<file path="src/rtl/multi_image_reconfig_pkg.sv">
// Shared definitions for the multi-image reconfiguration sequencer:
// FSM state encodings and the sequencing-counter width helper.
package multi_image_reconfig_pkg;

    typedef logic [2:0] state_t;

    localparam state_t ST_IDLE  = 3'd0;
    localparam state_t ST_SETUP = 3'd1;
    localparam state_t ST_PULSE = 3'd2;
    localparam state_t ST_WAIT  = 3'd3;
    localparam state_t ST_FAIL  = 3'd4;

    // The width must hold the largest terminal count of any phase without wrapping.
    function automatic int cnt_width(input int setup_len, input int pulse_len, input int wait_len);
        int m;
        m = setup_len;
        if (pulse_len > m) m = pulse_len;
        if (wait_len > m) m = wait_len;
        return $clog2(m + 1);
    endfunction

endpackage

</file>
<file path="src/rtl/multi_image_reconfig_ctrl_sync.sv">
// Two-flop synchroniser for asynchronous configuration-pin inputs,
// cleared by the synchronous active-high reset.
module cfg_sync2 #(
    parameter int WIDTH = 1
) (
    input  logic             clk,
    input  logic             rst,
    input  logic [WIDTH-1:0] d,
    output logic [WIDTH-1:0] q
);

    logic [WIDTH-1:0] meta;

    // NOTE: non-blocking assignments keep meta and q as two distinct flop stages.
    always_ff @(posedge clk) begin
        if (rst) begin
            meta <= '0;
            q    <= '0;
        end else begin
            meta <= d;
            q    <= meta;
        end
    end

endmodule

</file>
<file path="src/rtl/multi_image_reconfig_ctrl.sv">
// Internal-reconfiguration sequencer: drives cfg_ENA/cfg_CBSEL/cfg_CONFIG in a
// timed sequence and retries the golden image once on error or timeout.
module multi_image_reconfig_ctrl
    import multi_image_reconfig_pkg::*;
#(
    parameter int CBSEL_W      = 2,
    parameter int NUM_IMAGES   = 4,
    parameter int GOLDEN_IMAGE = 0,
    parameter int ENA_SETUP    = 16,
    parameter int CONFIG_PULSE = 8,
    parameter int WAIT_TIMEOUT = 1024,
    parameter int HB_DIV       = 2**24
) (
    input  logic               clk,
    input  logic               rst,
    input  logic               req_valid,
    input  logic [CBSEL_W-1:0] req_image,
    output logic               req_ready,
    output logic               req_reject,
    input  logic               cfg_ERROR,
    output logic               cfg_ENA,
    output logic [CBSEL_W-1:0] cfg_CBSEL,
    output logic               cfg_CONFIG,
    output logic               cfg_ERROR_port,
    output logic               busy,
    output logic               err_sticky,
    output logic               fallback_taken,
    output logic [3:0]         led
);

    localparam int CNT_W = cnt_width(ENA_SETUP, CONFIG_PULSE, WAIT_TIMEOUT);
    localparam int HB_W  = (HB_DIV > 1) ? $clog2(HB_DIV) : 1;

    localparam logic [CNT_W-1:0]   SETUP_LAST = CNT_W'(ENA_SETUP);
    localparam logic [CNT_W-1:0]   PULSE_LAST = CNT_W'(CONFIG_PULSE - 1);
    localparam logic [CNT_W-1:0]   WAIT_LAST  = CNT_W'(WAIT_TIMEOUT - 1);
    localparam logic [HB_W-1:0]    HB_LAST    = HB_W'(HB_DIV - 1);
    localparam logic [CBSEL_W-1:0] GOLDEN     = CBSEL_W'(GOLDEN_IMAGE);

    state_t             state;
    logic [CNT_W-1:0]   cnt;
    logic [CBSEL_W-1:0] cbsel;
    logic               err;
    logic               sticky;
    logic               fb;
    logic               reject;
    logic [HB_W-1:0]    hb_cnt;
    logic               hb;

    logic        active;
    logic        accept;
    logic        image_bad;
    logic        wait_expired;
    logic        err_event;
    logic        can_fallback;
    logic [31:0] req_idx;

    cfg_sync2 #(.WIDTH(1)) u_err_sync (
        .clk (clk),
        .rst (rst),
        .d   (cfg_ERROR),
        .q   (err)
    );

    // Widen before comparing so a full-range NUM_IMAGES is not a constant compare.
    assign req_idx      = 32'(req_image);
    assign image_bad    = req_idx >= 32'(NUM_IMAGES);
    assign active       = (state == ST_SETUP) || (state == ST_PULSE) || (state == ST_WAIT);
    assign accept       = req_valid && (state == ST_IDLE);
    assign wait_expired = (state == ST_WAIT) && (cnt == WAIT_LAST);
    // A synchronised error and a timeout in the same cycle form one event.
    assign err_event    = active && (err || wait_expired);
    assign can_fallback = (cbsel != GOLDEN) && !fb;

    always_ff @(posedge clk) begin
        if (rst) begin
            state  <= ST_IDLE;
            cnt    <= '0;
            cbsel  <= GOLDEN;
            sticky <= 1'b0;
            fb     <= 1'b0;
            reject <= 1'b0;
        end else begin
            reject <= accept && image_bad;
            if (err_event) begin
                sticky <= 1'b1;
                cnt    <= '0;
                cbsel  <= GOLDEN;
                if (can_fallback) begin
                    fb    <= 1'b1;
                    state <= ST_SETUP;
                end else begin
                    state <= ST_FAIL;
                end
            end else begin
                case (state)
                    ST_IDLE: begin
                        if (accept) begin
                            if (image_bad) begin
                                sticky <= 1'b1;
                            end else begin
                                cbsel <= req_image;
                                cnt   <= '0;
                                state <= ST_SETUP;
                            end
                        end
                    end
                    // SETUP spans ENA_SETUP+1 cycles so CONFIG rises ENA_SETUP+1 cycles after accept.
                    ST_SETUP: begin
                        if (cnt == SETUP_LAST) begin
                            cnt   <= '0;
                            state <= ST_PULSE;
                        end else begin
                            cnt <= cnt + CNT_W'(1);
                        end
                    end
                    ST_PULSE: begin
                        if (cnt == PULSE_LAST) begin
                            cnt   <= '0;
                            state <= ST_WAIT;
                        end else begin
                            cnt <= cnt + CNT_W'(1);
                        end
                    end
                    ST_WAIT: begin
                        if (cnt != WAIT_LAST) cnt <= cnt + CNT_W'(1);
                    end
                    ST_FAIL: begin
                        state <= ST_FAIL;
                    end
                    default: begin
                        state <= ST_IDLE;
                    end
                endcase
            end
        end
    end

    always_ff @(posedge clk) begin
        if (rst) begin
            hb_cnt <= '0;
            hb     <= 1'b0;
        end else if (hb_cnt == HB_LAST) begin
            hb_cnt <= '0;
            hb     <= ~hb;
        end else begin
            hb_cnt <= hb_cnt + HB_W'(1);
        end
    end

    // Outputs decode directly from state so a reset edge clears them in the same cycle.
    assign req_ready      = (state == ST_IDLE);
    assign req_reject     = reject;
    assign cfg_ENA        = active;
    assign cfg_CONFIG     = (state == ST_PULSE);
    assign cfg_CBSEL      = cbsel;
    assign cfg_ERROR_port = err;
    assign busy           = active;
    assign err_sticky     = sticky;
    assign fallback_taken = fb;
    assign led            = {fb, sticky, active, hb};

endmodule

</file>
<file path="config.mk">
export PLATFORM = sky130hd
export DESIGN_NAME = multi_image_reconfig_ctrl
export DESIGN_NICKNAME = d
export VERILOG_FILES = /design/src/rtl/multi_image_reconfig_pkg.sv /design/src/rtl/multi_image_reconfig_ctrl_sync.sv /design/src/rtl/multi_image_reconfig_ctrl.sv
export SDC_FILE = /design/constraint.sdc
export NUM_CORES = 1
export LEC_CHECK = 0
export CAP_MARGIN = 40
export CORE_MARGIN = 5
export CORE_UTILIZATION = 52
export DETAILED_ROUTE_END_ITERATION = 12
export HOLD_SLACK_MARGIN = 0.15
export PLACE_DENSITY = 0.8
export SETUP_SLACK_MARGIN = 0.1
export SLEW_MARGIN = 15
export SYNTH_ARGS = -nofsm -noshare
export SYNTH_HDL_FRONTEND = slang
export SYNTH_HIERARCHICAL = 1
export SYNTH_SLANG_ARGS = --single-unit
export TNS_END_PERCENT = 1
</file>
<file path="constraint.sdc">
create_clock -name clk -period 1.75 [get_ports clk]
set_input_delay 0.175 -clock clk [delete_from_list [all_inputs] [get_ports clk]]
set_output_delay 0.175 -clock clk [all_outputs]
set_load 0.005 [all_outputs]
</file>
### Word level (Yosys, flattened, before mapping)

Cells that the tools add are included.

| word-level totals | value |
|---|---|
| flip-flop bits (word level) | 46 |
| input port bits | 6 |
| output and inout bits | 14 |
| logic and storage cells | 71 |

| cells by class | value |
|---|---|
| add/sub/neg operators | 2 |
| order comparisons | 1 |
| equal/unequal tests | 17 |
| mux-type cells | 17 |
| bitwise logic cells | 2 |
| reduce and logical (&&, ||, !) cells | 22 |

Operators with widths:

| cell | count |
|---|---|
| 11-bit two-way mux | 5 |
| 11-bit one-hot mux with 4 select lines | 1 |
| 24-bit by 1-bit adder with 24-bit output (second input constant) | 1 |
| 24-bit equality test (second input constant) | 1 |
| 3-bit two-way mux | 6 |
| 3-bit one-hot mux with 5 select lines | 1 |
| 11-bit by 1-bit adder with 11-bit output (second input constant) | 1 |
| 11-bit by 10-bit equality test with 1-bit output (second input constant) | 1 |
| 11-bit by 3-bit equality test with 1-bit output (second input constant) | 1 |
| 11-bit by 5-bit equality test with 1-bit output (second input constant) | 1 |
| 11-bit by 10-bit inequality test with 1-bit output (second input constant) | 1 |
| 2-bit nonzero test | 4 |
| 3-bit by 2-bit equality test with 1-bit output (second input constant) | 2 |
| 3-bit by 1-bit inequality test with 1-bit output (second input constant) | 2 |
| 3-bit by 2-bit inequality test with 1-bit output (second input constant) | 2 |
| 3-bit AND reduction | 2 |
| 1-bit logical AND | 5 |
| 5-bit AND reduction | 1 |
| 1-bit two-way mux | 4 |
| 2-bit by 1-bit inequality test with 1-bit output (second input constant) | 2 |
| 2-bit inequality test (second input constant) | 2 |
| 4-bit AND reduction | 1 |
| 4-bit nonzero test | 1 |
| 2-bit OR reduction | 2 |
| other kinds (8) | 11 |

### Depth between registers and ports, before layout

Gate-level depths: netlist (run 1).

| depth | value |
|---|---|
| depth after elaboration | 6 |
| mapped depth | 7 |
| mapped depth without buffers | 7 |

### Hierarchy

The synthesis (run 1) kept the hierarchy.

Modules (own cells, without submodules):

| module | instances | cells an instance | area an instance (um^2) | seq. area each (um^2) |
|---|---|---|---|---|
| multi_image_reconfig_ctrl | 1 | 259 | 2322.2 | 860.8 |
| cfg_sync2 | 1 | 4 | 52.6 | 40.0 |

### Worst setup path before layout (run 1)

No wires, ideal clock.

| path | value |
|---|---|
| path type | register -> register |
| from | register cnt[0] |
| to | register cnt[7] |
| setup time | 0.073 ns |
| data arrival time | 1.747 ns |
| data required time | 1.677 ns |
| slack | -0.071 ns |
| stages on the path, launching flop included | 8 |
| buffers on the path | 0 |
| clock period less this slack | 1.821 ns |
| cell sequence | dfxtp_1 -> inv_1 -> ha_1 -> nor4bb_2 -> o211ai_2 -> nand4bb_2 -> or4_4 -> a31oi_4 |

| on the way | value |
|---|---|
| word-level cells in the longest chain between the ends | 5 |
| elaborated cells between the ends (all ways) | 15 |

Ends and longest elaborated chain:

| item | RTL line | RTL |
|---|---|---|
| start: declaration | multi_image_reconfig_ctrl.sv:41 | `logic [CNT_W-1:0] cnt;` |
| start signal: assignment | multi_image_reconfig_ctrl.sv:114 | `cnt <= cnt + CNT_W'(1);` |
| start signal: assignment | multi_image_reconfig_ctrl.sv:122 | `cnt <= cnt + CNT_W'(1);` |
| start signal: assignment | multi_image_reconfig_ctrl.sv:126 | `if (cnt != WAIT_LAST) cnt <= cnt + CNT_W'(1);` |
| parallel branches: the longest is 5 deep, another holds 11-bit by 1-bit adder with 11-bit output | - |  |

Several ways; the timed one is not identified. The select of a mux whose other input is x is not followed.
A chain may end at the register's enable or synchronous reset.

### Worst setup path after layout (run 1)

Same ends and word-level chain as after synthesis.

==> results_dict.tcl, run 1 <==
set metrics [dict create \
    outcome "finished with violations" \
    violations "setup timing" \
    period_share 1.04 \
    clkTransAtPathRegs_ps 90 \
    first_global_vias 1993 \
    num_rows 24 \
    antenna_left 0 \
    grt_util_all_layers 0.184 \
    netlist_instances 263 \
    syn-cell-area_um2 2370 \
    synthMostInstantiatedCell "dfxtp_1" \
    setup_ws_ps -69.3 \
    path_max_fanout 6 \
    synth_fa_ha_area_frac 0.0158 \
    finalClockSkew_ps 6.44 \
    first_pass_iters 4 \
    min_period_ps 1820 \
    design.core.area_um2 4380 \
    synth_top_family_by_area "simple AND/OR/NAND/NOR gates" \
    setup_viol 8 \
    drv_slew 0 \
    pre_cts_slack_ps -113 \
    synthToLayoutAreaGrowth_pct 29.6 \
    insertion_delay_ps 300 \
    leakagePower_nw 1.12 \
    hp-class "input pin to flip-flop" \
    via_per_inst 5.55 \
    routabilityCongestion 0.871 \
    pwr-share-seq 0.500 \
    switching_power_mw 0.487 \
    cts_max_level 2 \
    setup.worst_path.start_class "flip-flop" \
    p_int_mw 1.62 \
    grt_pass1_wl_um 9150 \
    worst_ep_arrival_time_ps 2060 \
    synth_xor_area_frac 0.0811 \
    ys_types 52 \
    post_drt_wl_per_cell_um 15.3 \
    rsz0062_at_grt "true" \
    num_antenna_cells 0 \
    swShare 0.231 \
    gr-total-overflow 0 \
    fmax_mhz 550 \
    cap_viol_max_count 0 \
    post-place-cells 350 \
    drive_gt1_frac 0.316 \
    drt_first_iter_violations 131 \
    fillerInstances 313 \
    synth.avg_cell_area_um2 9.03 \
    seq_area_frac_synth 0.379 \
    powerDensity_nw_per_um2 686 \
    synth_compound_gate_area_share 0.128 \
    synth-seq-cells 45 \
    drc 0 \
    synth_edf_count 0 \
    layoutNonFillerInstCount 362 \
    p_comb_frac 0.110 \
    synth_commonest_cells "45 x dfxtp_1, 32 x nor2_1, 27 x nand2_1" \
    finalHoldViolCount 0 \
    synth_top_cells_by_area "dfxtp_1 38%, nor2_1 5.1%, a31oi_4 4.5%, xnor2_1 4.4%, nand2_1 4.3%" \
    clockBufferDepth 2 \
    start_util 0.542 \
    power.share.clock 0.390 \
    die_y_um 77.6 \
    yosysTopAreaCellShare 0.379 \
    max-vdd-ir-drop_mv 0.590 \
    clock-sinks 45 \
    vias 2008 \
    io-pin-count 20 \
    cts_tree "yes" \
    required_ps 1990 \
    grt_max_degree 23 \
    synth_fp_nets 272 \
    portBuffers 18 \
    numCtsBuffers 5 \
    root_buffer "clkbuf_8" \
    end_kind "flip-flop" \
    synth.largest_area_cell "dfxtp_1" \
    final_nets 318 \
    die_x_um 77.6 \
    antenna_found_initial 0 \
    dp_hpwl_um 3580 \
    wl_um 5550 \
    worstSetupPathType "flip-flop to flip-flop" \
    synthArstFlopShare 0 \
    ys.flop_type "dfxtp_1" \
    yosys-mux-area-fraction 0 \
    ys_warn_count 6 \
    synthSimpleGateAreaFrac 0.327 \
    dieArea_um2 6020 \
]
-- final cells by class --
type,count,area [um^2],share of cell area
clock buffers,7,86.3,0.0281
clock inverters,1,30.0,0.00976
multi-input cells,194,1480,0.481
inverters,7,26.3,0.00854
well taps,52,65.1,0.0211
repair buffers,56,480,0.156
flip-flops and latches,45,910,0.296
-- kinds of logic after synthesis --
family / count (synthesis)
AOI/OAI and AO/OA: 29
xor gates and xnor gates: 22
adders and majority gates: 3
buffers and inverters: 24
DFF: 45
other: 1
and+or+nand+nor: 139
-- registers in the layout, summed over array words and instances, names as in the netlist --
signal	flops
hb_cnt	24
cnt	11
state	3
cfg_CBSEL	2
err_sticky	1
fallback_taken	1
hb	1
u_err_sync/meta	1
u_err_sync/q	1
-- power by group through the flow --
stage / Sequential, mW / Combinational, mW / Clock [mW]
after floorplan: 1.08 / 0.123 / 0
after global placement: 1.08 / 0.205 / 0
after detailed placement: 1.08 / 0.209 / 0
after CTS: 1.05 / 0.223 / 0.832
after global routing: 1.06 / 0.252 / 0.890
final: 1.06 / 0.233 / 0.823
-- through the flow --
stage	instance area, um^2	power, mW	utilization	TNS, ps	hold WS [ps]
2_1_floorplan	2390	1.20	-	-3.19	247
3_3_place_gp	2770	1.28	0.632	-67.4	418
3_5_place_dp	2770	1.29	0.632	-521	427
4_1_cts	2970	2.11	0.678	-505	442
5_1_grt	3080	2.20	0.702	-1170	447
6_report	3080	2.11	0.702	-306	441
-- placed cells by master, fill, tap and decap left out, types with 6 or more instances in the layout --
cell type / instances
dfxtp_1: 40
buf_4: 35
nor2_1: 32
nand2_1: 25
nand3_1: 15
clkdlybuf4s50_1: 14
xnor2_1: 12
xor2_1: 10
and3_1: 7
or3_1: 7
nand4_1: 7
clkbuf_8: 6
-- timing repair --
| action | in CTS | in global routing |
|---|---|---|
| resized for setup | 20 | 20 |
| pin swaps | 10 | 2 |
| endpoints found under the setup margin | 43 | 41 |
| hold buffers | 0 | 0 |
| buffers inserted | 3 | 1 |
-- final timing paths --
check	cells after the start	slack, ps	to	startpoint
setup / recovery	6	-70	cnt[7]	cnt[0]
hold / removal	3	440	cfg_CBSEL[0]	req_image[0]
setup reg to reg	6	-70	cnt[7]	cnt[0]
hold reg to reg	1	470	u_err_sync/q	u_err_sync/meta
-- metal layers --
| layer | part of all wire | GRT usage | vias to the layer above |
|---|---|---|---|
| met5 | 0 | 0 | - |
| li1 | - | - | 1004 |
| met1 | 0.42 | 0.215 | 937 |
| met2 | 0.51 | 0.316 | 52 |
| met4 | 0.023 | 0.0687 | 0 |
| met3 | 0.049 | 0.0532 | 15 |
-- critical path, cell delays in order (launching register included) --
cell and delay, ps:
dfxtp_2 340, ha_2 200, nor4bb_4 170, o211ai_2 250
nand4bb_4 170, or4_4 450, a31oi_4 170
Note: power is estimated with default switching activity, not from simulation.
==> run 2: changes to the inputs <==
Settings changed: CORE_UTILIZATION 52 to 51, PLACE_DENSITY 0.8 to 0.79, SYNTH_HIERARCHICAL 1 to unset.
==> run 2 against run 1 <==
Critical endpoint is now cnt[2]. Die area is 8.1% lower. Count of clock-buffer cells in the layout stayed put. Maximum frequency is 3.2% lower. Highest routed layer unchanged. Clock skew hardly changed. The flow still finishes with violations (setup timing).
==> results_dict.tcl, run 2 <==
set metrics [dict create \
    gr-total-overflow 0 \
    grt_pass1_wl_um 9420 \
    start_util 0.528 \
    outcome "finished with violations" \
    drt_first_iter_violations 207 \
    end_kind "flip-flop" \
    fmax_mhz 532 \
    worstSetupPathType "flip-flop to flip-flop" \
    synth-seq-cells 45 \
    max_flop_register "hb_cnt" \
    period_share 1.07 \
    reg_top3 "hb_cnt: 24 flops, cnt: 11 flops, state: 3 flops" \
    critPathBufInv 0 \
    final_nets 325 \
    min_period_ps 1880 \
    num_rows 23 \
    slowest_delay_ps 550 \
    finalClockSkew_ps 6.19 \
    clockBufferDepth 2 \
    mostFrequentLayoutCell "buf_4" \
    post_drt_wl_per_cell_um 16.0 \
    first_pass_iters 4 \
    leakagePower_nw 1.15 \
    setup_viol 14 \
    pre_cts_slack_ps -211 \
    io-pin-count 20 \
    synthArstFlopShare 0 \
    wl_um 5870 \
    cts_max_level 2 \
    largest_register_ffs 24 \
    synth_commonest_cells "45 x dfxtp_1, 45 x nor2_1, 18 x nand2_1, 18 x nand3_1, 17 x xnor2_1" \
    r2r-start "cnt[7]" \
    design_area_um2 3050 \
    synth_fp_nets 260 \
    drv_slew 0 \
    num_antenna_cells 0 \
    wl_met2_um 2990 \
    first_global_vias 2102 \
    synth_edf_count 0 \
    dieArea_um2 5530 \
    layout_common_cells "47 x buf_4, 36 x nor2_1, 35 x dfxtp_1, 17 x nand3_1" \
    clock-sinks 45 \
    max-vdd-ir-drop_mv 0.912 \
    drive_gt1_frac 0.319 \
    setup.worst_path.start_class "flip-flop" \
    yosysTopAreaCellShare 0.426 \
    netlist_instances 251 \
    antenna_left 0 \
    path_max_fanout 7 \
    clkTransAtPathRegs_ps 80 \
    worstPathCellList "or4_4 -> o41ai_4 -> and2_4 -> nor3_2 -> a32o_1" \
    grt_util_all_layers 0.221 \
    postPlaceCellArea_um2 2750 \
    synth_top_cells_by_area "dfxtp_1 43%, nor2_1 8.0%, xnor2_1 7.0%, nand3_1 4.3%, xor2_1 3.7%" \
    powerDensity_nw_per_um2 1020 \
    die_x_um 74.4 \
    drc 0 \
    dp_hpwl_um 3730 \
    antenna_found_initial 0 \
    violations "setup timing" \
    slowest_stage "or4_4" \
    highest_layer "met4" \
    r2r_cells 5 \
    numCtsBuffers 5 \
    required_ps 1940 \
    ys_types 41 \
    hp-class "input pin to flip-flop" \
    syn-cell-area_um2 2110 \
    via_per_inst 5.60 \
    hold_start "cfg_ERROR" \
    vias 2055 \
    holdBufCountCts 0 \
    portBuffers 18 \
    synth.largest_area_cell "dfxtp_1" \
    min_path_cells 2 \
    crit_family "simple AND/OR/NAND/NOR gates" \
    insertion_delay_ps 300 \
    grt_max_degree 23 \
    wl_met1_um 2430 \
    synth.avg_cell_area_um2 8.42 \
    cts_tree "yes" \
    worst_ep_arrival_time_ps 2070 \
    ys.flop_type "dfxtp_1" \
    cp.depth 5 \
    root_buffer "clkbuf_8" \
    synthToLayoutAreaGrowth_pct 44.2 \
    multi_input_area_um2 1350 \
    critPathLaunch "cnt[7]" \
    cap_viol_max_count 0 \
    seq_area_frac_synth 0.426 \
    wl_met3_um 304 \
    die_y_um 74.4 \
    fillerInstances 243 \
    seq_area_um2 916 \
    routabilityCongestion 0.822 \
    design.core.area_um2 4000 \
    rsz0062_at_grt "true" \
    setup_ws_ps -130 \
    finalHoldViolCount 0 \
    ys_warn_count 0 \
]
[run 2: cells by family (layout without fill, tap and decap cells)]
kind of cell / after synthesis / count (layout) / share of synthesized area
other: 1 / 1 / 0.00177
AO/OA/AOI/OAI: 29 / 29 / 0.0971
XOR/XNOR: 26 / 26 / 0.108
buffers and inverters: 19 / 85 / 0.0474
multiplexers: 1 / 1 / 0.00474
flip-flops: 45 / 45 / 0.426
adder cells (fa/ha/maj): 3 / 3 / 0.0178
AND/OR/NAND/NOR: 127 / 127 / 0.297
[run 2: what timing repair did]
| item | CTS | global route |
|---|---|---|
| gates resized for setup | 28 | 18 |
| pin swaps | 28 | 8 |
| setup endpoints to repair | 45 | 44 |
| setup buffers | 0 | 1 |
[run 2: final timing paths]
check                     to  slack, ps
max                   cnt[2]       -130
min          u_err_sync.meta        440
max reg2reg           cnt[2]       -130
min reg2reg     u_err_sync.q        480
[run 2: metrics by stage]
| stage | power, mW | TNS [ps] | util | std cells | hold slack [ps] |
|---|---|---|---|---|---|
| floorplan | 1.66 | -59.2 | - | 251 | 303 |
| global placement | 2.13 | -535 | 0.688 | 358 | 419 |
| detailed placement | 2.15 | -1310 | 0.688 | 358 | 433 |
| CTS | 3.04 | -515 | 0.743 | 366 | 432 |
| global route | 3.24 | -2630 | 0.762 | 367 | 441 |
| finish | 3.10 | -999 | 0.762 | 367 | 436 |
[run 2: where the power goes]
| part | switching, mW | internal, mW | leakage, nW |
|---|---|---|---|
| sequential | 0.0539 | 1.08 | 0.369 |
| combinational | 0.585 | 0.569 | 0.725 |
| clock | 0.344 | 0.466 | 0.0585 |
| total | 0.983 | 2.12 | 1.15 |
[run 2: cell type report]
type	instances	share of cell area
sequential	45	0.300
multi-input combinational	187	0.442
inverter	9	0.0111
tap	50	0.0205
clock buffer	7	0.0283
clock inverter	1	0.00985
timing repair buffer	68	0.188
[run 2: layer usage]
| metal | vias to the layer above | GRT usage |
|---|---|---|
| met5 | - | 0 |
| met4 | 0 | 0.0929 |
| met3 | 15 | 0.0541 |
| met2 | 76 | 0.380 |
| met1 | 973 | 0.261 |
| li1 | 991 | - |
==> run 3: changes to the inputs <==
Settings changed: CELL_PAD_IN_SITES_DETAIL_PLACEMENT set to 1, CELL_PAD_IN_SITES_GLOBAL_PLACEMENT set to 2, CORE_UTILIZATION 51 to 31, GPL_ROUTABILITY_DRIVEN set to 0.
==> run 3 against run 2 <==
The run still ends with setup timing left. Die area grew 55%. Register-to-register slack better by 50 ps. Hold slack lost 14 ps. Critical path depth unchanged. Largest cell class unchanged.
==> results_dict.tcl, run 3 (synthesized netlist as in run 2, its figures left out) <==
set metrics [dict create \
    outcome "finished with violations" \
    violations "setup timing" \
    die_y_um 92.6 \
    grt_pass1_wl_um 10300 \
    period_share 1.05 \
    cts_tree "yes" \
    max-vdd-ir-drop_mv 0.453 \
    path_max_fanout 7 \
    max_flop_register "hb_cnt" \
    io-pin-count 20 \
    cap_viol_max_count 0 \
    largest_register_ffs 24 \
    fillerInstances 780 \
    synthToLayoutAreaGrowth_pct 53.2 \
    start_util 0.315 \
    post-place-cells 401 \
    numCtsBuffers 5 \
    drive_gt1_frac 0.369 \
    clockBufferDepth 2 \
    via_per_inst 4.91 \
    final_nets 347 \
    layoutNonFillerInstCount 419 \
    worst_ep_arrival_time_ps 2040 \
    pre_cts_slack_ps -163 \
    powerDensity_nw_per_um2 931 \
    cts_max_level 2 \
    design.core.area_um2 6720 \
    min_period_ps 1830 \
    postPlaceCellArea_um2 2890 \
    drc 0 \
    final_core_util 0.482 \
    grt_max_degree 17 \
    finalHoldViolCount 0 \
    design_area_um2 3240 \
    vias 2059 \
    clock-sinks 45 \
    gr-total-overflow 0 \
    finalClockSkew_ps 11.4 \
    first_global_vias 2263 \
    fmax_mhz 546 \
    reg_top3 "hb_cnt: 24 flops, cnt: 11 flops, state: 3 flops" \
    num_antenna_cells 0 \
    setup_viol 14 \
    setup.worst_path.start_class "flip-flop" \
    num_rows 30 \
    wl_um 6080 \
    drv_slew 0 \
    antenna_left 0 \
    antenna_found_initial 0 \
    leakagePower_nw 1.27 \
    portBuffers 18 \
    drt_first_iter_violations 50 \
    dieArea_um2 8570 \
    p_total_mw 3.02 \
    root_buffer "clkbuf_8" \
    layout_common_cells "63 x buf_4, 42 x nor2_1, 32 x dfxtp_1" \
    setup_ws_ps -80.8 \
    dp_hpwl_um 4560 \
    insertion_delay_ps 310 \
    required_ps 1960 \
    first_pass_iters 4 \
    mostFrequentLayoutCell "buf_4" \
    post_drt_wl_per_cell_um 14.5 \
    holdBufCountCts 0 \
    end_kind "flip-flop" \
    worstSetupPathType "flip-flop to flip-flop" \
    grt_util_all_layers 0.150 \
    rsz0062_at_grt "true" \
    die_x_um 92.6 \
    clkTransAtPathRegs_ps 100 \
    hp-class "input pin to flip-flop" \
]
-- run 3: what timing repair did --
item | 4_1_cts | 5_1_grt
gates resized for setup | 31 | 15
pin swaps | 24 | 10
setup endpoints to repair | 47 | 45
setup buffers | 9 | 0
cloned | 1 | 0
-- run 3: where the power goes --
| part | internal [mW] | total (mW) | switching (mW) | leakage (nW) |
|---|---|---|---|---|
| combinational | 0.657 | 1.19 | 0.536 | 0.853 |
| clock | 0.292 | 0.687 | 0.396 | 0.0487 |
| sequential | 1.08 | 1.13 | 0.0540 | 0.371 |
| total | 2.03 | 3.02 | 0.986 | 1.27 |
-- run 3: through the flow --
| step | hold WS [ps] | setup TNS [ps] |
|---|---|---|
| finish | 422 | -464 |
| global route | 421 | -2170 |
| CTS | 418 | -1700 |
| detailed placement | 425 | -3720 |
| global placement | 421 | -1580 |
| floorplan | 303 | -59.2 |
-- run 3: worst paths after layout --
| kind | start | to | slack, ps | cells past startpoint |
|---|---|---|---|---|
| max | cnt[10] | cnt[4] | -80 | 5 |
| min | req_image[1] | cfg_CBSEL[1] | 420 | 3 |
| max reg2reg | cnt[10] | cnt[4] | -80 | 5 |
| min reg2reg | u_err_sync.meta | u_err_sync.q | 440 | 1 |
-- run 3: critical path, cell delays in order, from the launching register on --
cell     delay (ps)
dfxtp_1         330
or3_1           460
o41ai_4         380
and2_4          260
nor3_2           80
a32o_1          210
-- run 3: layout make-up --
| cell class | count | area (um^2) | area share |
|---|---|---|---|
| Sequential cell | 45 | 922 | 0.285 |
| Timing Repair Buffer | 90 | 786 | 0.243 |
| Clock inverter | 3 | 26.3 | 0.00811 |
| Tap cell | 80 | 100 | 0.0309 |
| Inverter | 9 | 33.8 | 0.0104 |
| Multi-Input combinational cell | 187 | 1300 | 0.402 |
| Clock buffer | 5 | 68.8 | 0.0213 |
-- run 3: routing by layer --
layer / vias to the layer above / global-route usage / share of wire
met4: 0 / 0.0532 / 0.015
met2: 13 / 0.277 / 0.54
met3: 9 / 0.0244 / 0.015
li1: 1036 / - / -
met5: - / 0 / 0
met1: 1001 / 0.173 / 0.43
